`src/rtl/count_monitor.sv`:
```
// count_monitor
//    Filters a free-running 4-bit ripple counter into the clk domain, counts
//    accepted 15->0 wraps and raises a handshaked threshold flag.
//
// Optional feature: define COUNT_MONITOR_ERR_EN to build the illegal-step
// checker (sticky ERR). Without it ERR is tied low.
//
// Ports
//    CLK        system clock, rising edge
//    RESET      asynchronous active-high reset
//    COUNT_IN   raw ripple-counter value (asynchronous, may glitch)
//    THRESH     wrap count that raises HIT; 0 disables HIT
//    ACK        level acknowledge for HIT
//    COUNT_SYNC last accepted count value
//    VALID      one-cycle pulse when COUNT_SYNC updates
//    WRAPS      saturating count of accepted 15->0 steps since last clear
//    HIT        threshold flag (high only in ST_HIT)
//    ERR        sticky illegal-step flag
//
// state       | meaning
// ST_IDLE     | waiting for WRAPS to reach a non-zero THRESH
// ST_HIT      | HIT asserted, waiting for ACK=1 (clears WRAPS)
// ST_WAIT_LOW | acknowledged, waiting for ACK=0
module count_monitor #(
   parameter int WRAP_W   = 8,
   parameter int STABLE_N = 2
) (
   input  logic              CLK,
   input  logic              RESET,
   input  logic [3:0]        COUNT_IN,
   input  logic [WRAP_W-1:0] THRESH,
   input  logic              ACK,
   output logic [3:0]        COUNT_SYNC,
   output logic              VALID,
   output logic [WRAP_W-1:0] WRAPS,
   output logic              HIT,
   output logic              ERR
);

   typedef enum logic [1:0] {
      ST_IDLE     = 2'd0,
      ST_HIT      = 2'd1,
      ST_WAIT_LOW = 2'd2
   } state_t;

   state_t            state;
   logic [3:0]        sync1;
   logic [3:0]        sync2;
   logic [3:0]        run;     // edges for which sync2 has kept its value
   logic [4:0]        held;    // cycles sync2 has shown its current value
   logic              accept;
   logic              wrap;
   logic [WRAP_W-1:0] wraps_inc;

   assign held      = {1'b0, run} + 5'd1;
   assign accept    = (held >= 5'(STABLE_N)) && (sync2 != COUNT_SYNC);
   assign wrap      = accept && (COUNT_SYNC == 4'hF) && (sync2 == 4'h0);
   assign wraps_inc = (WRAPS == {WRAP_W{1'b1}}) ? WRAPS : WRAPS + WRAP_W'(1);

   always_ff @(posedge CLK or posedge RESET) begin
      if (RESET) begin
         sync1      <= 4'h0;
         sync2      <= 4'h0;
         run        <= 4'h0;
         COUNT_SYNC <= 4'h0;
         VALID      <= 1'b0;
      end else begin
         sync1 <= COUNT_IN;
         sync2 <= sync1;
         // run restarts whenever the next sync2 value differs from the current one
         if (sync1 == sync2)
            run <= (run == 4'hF) ? run : run + 4'd1;
         else
            run <= 4'h0;
         VALID <= accept;
         if (accept)
            COUNT_SYNC <= sync2;
      end
   end

   always_ff @(posedge CLK or posedge RESET) begin
      if (RESET) begin
         state <= ST_IDLE;
         HIT   <= 1'b0;
         WRAPS <= '0;
      end else begin
         if (wrap)
            WRAPS <= wraps_inc;
         case (state)
            ST_IDLE: begin
               if ((THRESH != '0) && (WRAPS >= THRESH)) begin
                  state <= ST_HIT;
                  HIT   <= 1'b1;
               end
            end
            ST_HIT: begin
               if (ACK) begin
                  state <= ST_WAIT_LOW;
                  HIT   <= 1'b0;
                  // a wrap landing on the acknowledge edge survives the clear
                  WRAPS <= wrap ? WRAP_W'(1) : '0;
               end
            end
            ST_WAIT_LOW: begin
               if (!ACK)
                  state <= ST_IDLE;
            end
            default: begin
               state <= ST_IDLE;
               HIT   <= 1'b0;
            end
         endcase
      end
   end

`ifdef COUNT_MONITOR_ERR_EN
   always_ff @(posedge CLK or posedge RESET) begin
      if (RESET)
         ERR <= 1'b0;
      else if (accept && (sync2 != (COUNT_SYNC + 4'd1)))
         ERR <= 1'b1;
   end
`else
   assign ERR = 1'b0;
`endif

endmodule

```
`config.mk`:
```
export PLATFORM = sky130hd
export DESIGN_NAME = count_monitor
export DESIGN_NICKNAME = d
export VERILOG_FILES = /design/src/rtl/count_monitor.sv
export SDC_FILE = /design/constraint.sdc
export NUM_CORES = 1
export LEC_CHECK = 0
export ABC_AREA = 1
export CORE_ASPECT_RATIO = 0.7
export CORE_MARGIN = 5
export CORE_UTILIZATION = 57
export DETAILED_ROUTE_END_ITERATION = 6
export PLACE_DENSITY_LB_ADDON = 0.08
export SYNTH_ARGS = -nofsm -noshare
export SYNTH_HDL_FRONTEND = slang
export SYNTH_SLANG_ARGS = --single-unit
```
`constraint.sdc`:
```
create_clock -name CLK -period 3.86 [get_ports CLK]
set_input_delay 0.772 -clock CLK [delete_from_list [all_inputs] [get_ports CLK]]
set_output_delay 0.772 -clock CLK [all_outputs]
set_load 0.03 [all_outputs]
```
==> results.md <==
- Worst Hold Class: flop to flop
- Slack of the critical path: between 1500 and 2000 ps
- H-tree Lvls: 1
- Post-synth EDFFs: 0
- Simple-gate share of the synthesized area: 0.315
- Slew Viols, Final: 0
- Top post-synthesis cells by count: nand2_1, inv_1, dfrtp_1
- Worst slack at placement: 1600 ps
- Starting Density: 0.610
- Combinational Power Share: 0.359
- CP max FO: 8
- Mapped Nets: 246
- Psw: about 350 µW
- LEAKAGE: roughly 0.0011 µW
- Crit-path max cell delay: roughly 740 ps
- Worst Hold Margin: 406 ps
- Die area: about 4300 µm²
- Crit-path leading delay family: buffers and inverters
- Post-synthesis adder-cell area fraction: 0.0789
- Finish-stage setup viols: 0
- TritonCTS clock tree: yes
- Worst Skew: between 4 and 5 ps
- DR iter-0 viols: 100
- CTS resizes: 0
- Largest net degree at the start of global routing: 29
- Skew-Pair Late Insertion Delay: approximately 270 ps
- Synth area leaders: dfrtp_1, nand2_1, ha_1
- Vias: roughly 1400
- Worst VDD drop: 0.325 mV
- WP data arrival: between 1500 and 2000 ps
- Main combinational cell family by area after synthesis: simple AND/OR/NAND/NOR gates
- Post-synthesis average cell area: between 7 and 8 µm²
- Period utilization: 0.602
- DRC viols: 0
- Seq cells post-synth: 28
- Top-count cell post-synth: nand2_1
- Clock root buffer: clkbuf_8
- CP bufs+invs: 1
- Worst setup EP type: output pin
- ANT nets after route: 0
- RSZ-0062 raised after global routing: no
- Yosys warnings: 0
- PwrDens: between 400 and 500 nW/µm²
- Synth Area in Compound Gates: 0.0710
- GP Congestion: about 0.85
- Clock buffer depth: 2
- Share of cells above drive strength 1: 0.120
- Hold Fails Final Rpt: 0
- Cell count after synthesis: 220
- TritonCTS Sinks: 28
- F_max: roughly 430 MHz
- Sw frac: 0.362
- Clock period minus worst slack: roughly 2300 ps
- Synth unique cells: 27
- Global route total overflow: 0
- Clock power frac: 0.236
- Vias in the first global route: 1181
- Layout area overhead: 22.3%
- Port bufs: 28
- Rows: 16
- Status: finished, final reports clean
- Req. time, crit path: 3090 ps
- Int Power: 618 µW
- Dominant cell type by area after synthesis: dfrtp_1
- Slowest stage cell, crit path: clkdlybuf4s50_1
- Flop pwr share: 0.404
- Initial antenna violation count: 0
- DP HPWL: ~2500 µm
- Die height: ~56 µm
- Post-CTS Hold Buffers: 0
- Drt total wl: between 3000 and 4000 µm
- Mux contribution to synthesized area: 0
- # Max-Cap Violations: 0
- Measured slew at the worst slew-check pin: between 1000 and 1500 ps
- DIE WIDTH: 76.1 µm
- Fin nets: between 200 and 300
- Post-Synth XOR/XNOR Area: 0.0351
- Async S/R FF share, synth: 1.00
- Seq/Total Area, Yosys: 0.401
- Vias/cell: just under 5
- Synth Flop Type: dfrtp_1
- Area share of the largest cell type after synthesis: 0.401
- Critical Path, Cell by Cell: clkdlybuf4s50_1
- Total track usage: 0.158
- Core area: 2860 µm²
- CP Launch Type: flop
- I/O pin count: 30
- Ant diodes: 0
- # Post-CTS Setup Buffers: 0
- Clk slew on worst S/H paths: around 90 ps
- Setup TNS: 0 ps
- Slew HR: 0.326
- Routed len/inst: between 10 and 15 µm
- First-pass GRT wire length: between 5000 and 6000 µm
- Inserted Clock Buffers: 3
- Cell area after synthesis: 1750 µm²
- Drt pass-1 iters: 5
- CP Class: flop to output pin
## final timing paths
path,cells after the start,slack (ps),from,endpoint
hold / removal,0,410,sync1[2]$_DFF_PP0_,sync2[2]$_DFF_PP0_
max in group asynchronous,2,2220,RESET,VALID$_DFF_PP0_
min in group asynchronous,2,1030,RESET,COUNT_SYNC[1]$_DFFE_PP0P_
setup / recovery,1,1540,WRAPS[3]$_DFF_PP0_,WRAPS[3]
hold reg to reg,0,410,sync1[2]$_DFF_PP0_,sync2[2]$_DFF_PP0_
setup reg to reg,10,2270,run[0]$_DFFE_PP0P_,WRAPS[5]$_DFF_PP0_
## final cells by class
class                      instances  area [µm²]
multi-input combinational        148         876
inverter                          43         161
fill                             209         728
clock buffer                       3        41.3
timing repair buffer              28         280
clock inverter                     1        30.0
sequential                        28         701
tap                               36        45.0
## layout by cell type, fill, tap and decap left out, types with 2 or more instances in the layout
cell type        Yosys  final
xnor2_1              4      4
xor2_1               3      3
nor2_1              19     19
ha_1                11     11
dfrtp_1             28     28
nor2_4               4      4
inv_2                8      8
nand2_2              8      8
nand4_1              8      8
a21oi_1              7      7
clkbuf_8             0      3
nand2_4              2      2
inv_1               35     35
nor3_1               2      2
o21ai_1              4      4
o21ai_0              8      8
a211oi_1             2      2
clkdlybuf4s50_1      0     28
nand3_1              6      6
nand2_1             52     52
## stage by stage
stage / total power (µW) / instance area (µm²) / std cells / utilization
2_1_floorplan: 623 / 1750 / 220 / -
3_3_place_gp: 742 / 2060 / 283 / 0.721
3_5_place_dp: 746 / 2060 / 283 / 0.721
4_1_cts: 978 / 2130 / 287 / 0.746
5_1_grt: 1020 / 2130 / 287 / 0.746
6_report: 969 / 2130 / 287 / 0.746
## sequential cells by signal, summed over array words and instances, names as in the netlist
signal	count
run	4
sync1	4
VALID	1
COUNT_SYNC	4
HIT	1
state	2
WRAPS	8
sync2	4
## power by group through the flow
stage | clock network [µW] | registers (µW) | logic, µW
2_1_floorplan | 0 | 461 | 163
3_3_place_gp | 0 | 395 | 346
3_5_place_dp | 0 | 395 | 351
4_1_cts | 233 | 392 | 353
5_1_grt | 245 | 400 | 380
6_report | 229 | 392 | 348
## cell families after synthesis
kind of cell	Yosys count
flops	28
other cells	1
fa+ha+maj	11
compound gates	23
buf+inv	44
xor+xnor	7
simple gates	106
## layer usage
metal	track usage	routed length, µm	vias up
li1	-	-	750
met1	0.252	1790	600
met2	0.221	1320	26
met3	0.0383	154	2
met4	0.0150	8	0
met5	0	0	-
No activity file was read; power rests on OpenSTA's default activity.
